--- config.mk ---
export PLATFORM = sky130hd
export DESIGN_NAME = mem_arbiter
export DESIGN_NICKNAME = d
export VERILOG_FILES = /design/src/rtl/mem_arbiter.sv
export SDC_FILE = /design/constraint.sdc
export NUM_CORES = 1
export LEC_CHECK = 0
export ABC_CLOCK_PERIOD_IN_PS = 5100
export BUFFER_PORTS_ARGS = -buffer_cell sky130_fd_sc_hd__buf_2
export CAP_MARGIN = 20
export CORE_MARGIN = 4
export CORE_UTILIZATION = 46
export CTS_CLUSTER_SIZE = 20
export DETAILED_ROUTE_END_ITERATION = 10
export MAX_ROUTING_LAYER = met4
export PLACE_DENSITY = 0.85
export SYNTH_ARGS = -nofsm -noshare
export SYNTH_HDL_FRONTEND = slang
export SYNTH_SLANG_ARGS = --single-unit
--- constraint.sdc ---
create_clock -name clock -period 5.1 [get_ports clock]
set_clock_uncertainty 0.2 [all_clocks]
set_input_delay 0.51 -clock clock [delete_from_list [all_inputs] [get_ports clock]]
set_output_delay 0.51 -clock clock [all_outputs]
set_load 0.005 [all_outputs]
--- src/rtl/mem_arbiter.sv ---
// Arbiter sharing one single-port synchronous memory between pcpu fetch, pcpu data and a host load port.
// Per-cycle priority in RUN with a fetch starvation guard; DRAIN/LOAD hand the memory to the host.
module mem_arbiter #(
  parameter int AW       = 8,
  parameter int DW       = 16,
  parameter int MAX_WAIT = 3
) (
  input  logic          clock,
  input  logic          reset,
  input  logic          i_req,
  input  logic [AW-1:0] i_addr,
  output logic          i_gnt,
  output logic [DW-1:0] i_rdata,
  output logic          i_rvalid,
  input  logic          d_req,
  input  logic          d_we,
  input  logic [AW-1:0] d_addr,
  input  logic [DW-1:0] d_wdata,
  output logic          d_gnt,
  output logic [DW-1:0] d_rdata,
  output logic          d_rvalid,
  input  logic          h_req,
  input  logic          h_we,
  input  logic [AW-1:0] h_addr,
  input  logic [DW-1:0] h_wdata,
  output logic          h_gnt,
  output logic [DW-1:0] h_rdata,
  output logic          h_rvalid,
  output logic          cpu_hold,
  output logic [AW-1:0] m_addr,
  output logic          m_we,
  output logic [DW-1:0] m_wdata,
  input  logic [DW-1:0] m_rdata
);

  typedef enum logic [1:0] {RUN, DRAIN, LOAD} state_t;

  localparam logic [3:0] MaxWait = 4'(MAX_WAIT);

  state_t        r_state;
  logic [3:0]    r_waitCnt;
  logic          r_cpuHold;
  logic          r_iRvalid, r_dRvalid, r_hRvalid;
  logic [DW-1:0] r_iData, r_dData, r_hData;
  logic          w_iGnt, w_dGnt, w_hGnt;

  // Once fetch has been denied MAX_WAIT cycles in a row it outranks data.
  always_comb begin
    w_iGnt = 1'b0;
    w_dGnt = 1'b0;
    w_hGnt = 1'b0;
    if (reset) begin
      case (r_state)
        RUN: begin
          if (i_req && ((r_waitCnt == MaxWait) || !d_req)) w_iGnt = 1'b1;
          else if (d_req)                                  w_dGnt = 1'b1;
        end
        LOAD:    w_hGnt = h_req;
        default: ;
      endcase
    end
  end

  always_comb begin
    m_addr  = '0;
    m_we    = 1'b0;
    m_wdata = '0;
    if (w_hGnt) begin
      m_addr  = h_addr;
      m_we    = h_we;
      m_wdata = h_wdata;
    end else if (w_dGnt) begin
      m_addr  = d_addr;
      m_we    = d_we;
      m_wdata = d_wdata;
    end else if (w_iGnt) begin
      m_addr  = i_addr;
    end
  end

  always_ff @(posedge clock or negedge reset) begin
    if (!reset) begin
      r_state   <= RUN;
      r_waitCnt <= 4'd0;
      r_cpuHold <= 1'b0;
      r_iRvalid <= 1'b0;
      r_dRvalid <= 1'b0;
      r_hRvalid <= 1'b0;
      r_iData   <= '0;
      r_dData   <= '0;
      r_hData   <= '0;
    end else begin
      r_iRvalid <= w_iGnt;
      r_dRvalid <= w_dGnt & ~d_we;
      r_hRvalid <= w_hGnt & ~h_we;
      if (r_iRvalid) r_iData <= m_rdata;
      if (r_dRvalid) r_dData <= m_rdata;
      if (r_hRvalid) r_hData <= m_rdata;
      case (r_state)
        RUN: begin
          if (w_iGnt)                          r_waitCnt <= 4'd0;
          else if (i_req && r_waitCnt < MaxWait) r_waitCnt <= r_waitCnt + 4'd1;
          if (h_req) begin
            r_state   <= DRAIN;
            r_cpuHold <= 1'b1;
          end
        end
        DRAIN: begin
          r_waitCnt <= 4'd0;
          r_state   <= LOAD;
        end
        LOAD: begin
          r_waitCnt <= 4'd0;
          if (!h_req) begin
            r_state   <= RUN;
            r_cpuHold <= 1'b0;
          end
        end
        default: begin
          r_waitCnt <= 4'd0;
          r_state   <= RUN;
          r_cpuHold <= 1'b0;
        end
      endcase
    end
  end

  // Read data comes straight from memory in the valid cycle and is held afterwards.
  assign i_gnt    = w_iGnt;
  assign d_gnt    = w_dGnt;
  assign h_gnt    = w_hGnt;
  assign i_rvalid = r_iRvalid;
  assign d_rvalid = r_dRvalid;
  assign h_rvalid = r_hRvalid;
  assign i_rdata  = r_iRvalid ? m_rdata : r_iData;
  assign d_rdata  = r_dRvalid ? m_rdata : r_dData;
  assign h_rdata  = r_hRvalid ? m_rdata : r_hData;
  assign cpu_hold = r_cpuHold;

endmodule
==> results_dict.tcl <==
set metrics [dict create \
    final_util_pct 68.51 \
    drv_cap 0 \
    cts_setup_buffers 0 \
    synth_top_cell_area_share_pct 56.61 \
    finalMaxSlewViolations 0 \
    h-tree-depth 3 \
    power_frac_clock_pct 22.9 \
    placed_area_sq_um 3374 \
    track_usage_pct 20.37 \
    numCtsBuffers 9 \
    cts_tree "yes" \
    cts-root-buf "clkbuf_8" \
    drive_gt1_share_pct 68.24 \
    internal_power_mw 1.306 \
    numPortBuffers 158 \
    hold_viol_final 0 \
    yosysUniqueCellTypes 31 \
    power.leakage_nw 1.879 \
    antenna_found_initial 0 \
    clk_pin_slew_worst_paths_ns 0.06 \
    postCtsHoldBufs 1 \
    seq_power_share_pct 40.1 \
    ys_async_sr_fraction_pct 100.0 \
    drtPass1Iterations 4 \
    p_sw_share_pct 28.86 \
    switchingPower_mw 0.5300 \
    cts.path.max_buffers 2 \
    cts_sinks 58 \
    fp.dieW_um 82.66 \
    synthesis.nets 257 \
    startpoint_type "input port" \
    status "completed" \
    r2r_setup_slack_ns 2.90 \
    power.total_mw 1.836 \
    place_inst 394 \
    final_cell_mix "buf_2, dfrtp_1, mux2_2" \
    min_period_over_period_pct 71.92 \
    max_slew.worst_pin.slew_ns 1.090 \
    ys_ff_latch 58 \
    dp_hpwl_mm 5.297 \
    gp_congestion 0.7049 \
    setup_tns_ns 0 \
    vias 2099 \
    pwr-share-comb_pct 37.0 \
    synth_edf_count 0 \
    fin_cells 410 \
    synth_top_area_cell "dfrtp_1" \
    hold_class "in2reg" \
    start_util_pct 48.95 \
    ios 159 \
    avgRoutedWirePerCell_um 16.32 \
    synth.area.top_cells "dfrtp_1, mux2_2, a22o_1, a221o_2, and2_0" \
    design.die.area_sq_um 6832 \
    timing.rr.end "d_rvalid" \
    cp_max_fo 27 \
    grt_max_degree 40 \
    stdcell_area_sq_um 3588 \
    area_growth_pct 39.97 \
    synthCells 177 \
    cp-endpoint "m_addr[6]" \
    drc 0 \
    fmax_ghz 0.2726 \
    synth_ff_type "dfrtp_1" \
    critPathCaptureType "output pin" \
    coreArea_sq_um 5238 \
    final_common_cell "buf_2" \
    cp_data_arrival_time_ns 2.96 \
    rsz0062_at_grt "false" \
    setup_viol 0 \
    r2r_cells 3 \
    cts_resized 0 \
    crit_required_ns 4.39 \
    filler_cell_count 394 \
    grt_pass1_wl_mm 9.915 \
    grt-ovfl-total 0 \
    yosysSeqAreaShare_pct 56.61 \
    layout_min_cycle_time_ns 3.668 \
    criticalPathCategory "in2out" \
    slew_headroom_pct 27.34 \
    antenna_left 0 \
    diodes 0 \
    syn_area_sq_um 2564 \
    rows 26 \
    routed_via_density 5.120 \
    reg2reg_from "r_state[1]" \
    grt_pass1_vias 2190 \
    die_y_um 82.66 \
    avgSynthCellArea_sq_um 14.48 \
    peakVddDrop_mv 0.2122 \
    layout.nets 416 \
    wl_mm 6.691 \
    insertion_delay_ns 0.32 \
    drt_iter0_markers 35 \
    power.density_nw_per_um2 511.7 \
    yosysWarnings 0 \
    cp-startpoint "reset" \
]
[state kept, by name, summed over array words and instances, names as in the netlist]
signal and count:
i_rvalid 1, cpu_hold 1, r_state 2, h_rvalid 1
r_waitCnt 4, r_iData 16, r_hData 16, r_dData 16
d_rvalid 1
[power by group through the flow]
stage	Combinational, mW	Sequential, mW	Clock (mW)
2_1_floorplan	0.393	0.712	0
3_3_place_gp	0.674	0.734	0
3_5_place_dp	0.693	0.748	0
4_1_cts	0.695	0.739	0.430
5_1_grt	0.755	0.759	0.456
6_report	0.679	0.736	0.420
[how the worst min path moves through the flow]
stage | from | end | slack (ns) | depth (start not counted)
global route | h_we | h_rvalid | 0.16 | 2
finish | h_we | h_rvalid | 0.16 | 2
detailed placement | reset | r_state[0] | 0.28 | 1
floorplan | reset | cpu_hold | 0.01 | 0
CTS | h_we | h_rvalid | 0.14 | 2
global placement | reset | r_state[0] | 0.28 | 1
[cells in the mapped netlist, types with 2 or more instances]
library cell	number
dfrtp_1	58
mux2_2	48
a22o_1	17
a221o_2	7
and2_0	7
clkbuf_1	4
buf_2	3
buf_6	3
nand2_1	3
inv_1	2
mux2i_1	2
nor2_1	2
nor3_1	2
nor3b_1	2
[per-layer routing]
layer | vias up | part of all wire, % | global-route usage [%]
li1 | 967 | - | -
met1 | 1018 | 36 | 20.75
met2 | 100 | 54 | 34.94
met3 | 14 | 7.8 | 5.640
met4 | 0 | 2.5 | 11.93
met5 | - | 0 | -
[layout make-up]
| type | instances | area (sq um) | area share, % |
|---|---|---|---|
| clock buffer | 13 | 168.9 | 4.707 |
| clock inverter | 2 | 35.03 | 0.9763 |
| inverter | 2 | 7.507 | 0.2092 |
| multi-input combinational | 105 | 1030 | 28.70 |
| sequential | 58 | 1451 | 40.45 |
| tap | 70 | 87.58 | 2.441 |
| timing repair buffer | 160 | 808.3 | 22.52 |
[worst max-delay path, stage by stage]
cell and delay (ns):
dlygate4sd3_1 0.52, buf_2 0.40, nand2_1 0.16, a311oi_4 0.95, a221o_2 0.30, buf_2 0.11
[through the flow]
stage / hold WS, ns / setup WS [ns]
floorplan: 0.01441 / 2.802
global placement: 0.2762 / 1.988
detailed placement: 0.2813 / 1.959
CTS: 0.1432 / 1.398
global route: 0.1572 / 1.144
finish: 0.1608 / 1.432
[cells by family (layout without fill, tap and decap cells)]
kind of cell               after synthesis  count (layout)  synth area share, %
AOI/OAI and AO/OA                       30              30                11.81
and+or+nand+nor                         23              23                5.662
xor gates and xnor gates                 1               1               0.3417
DFF                                     58              58                56.61
buffers and inverters                   14             177                3.221
muxes                                   50              50                21.86
adders and majority gates                1               1               0.4880
(Power assumes the default switching activity.)
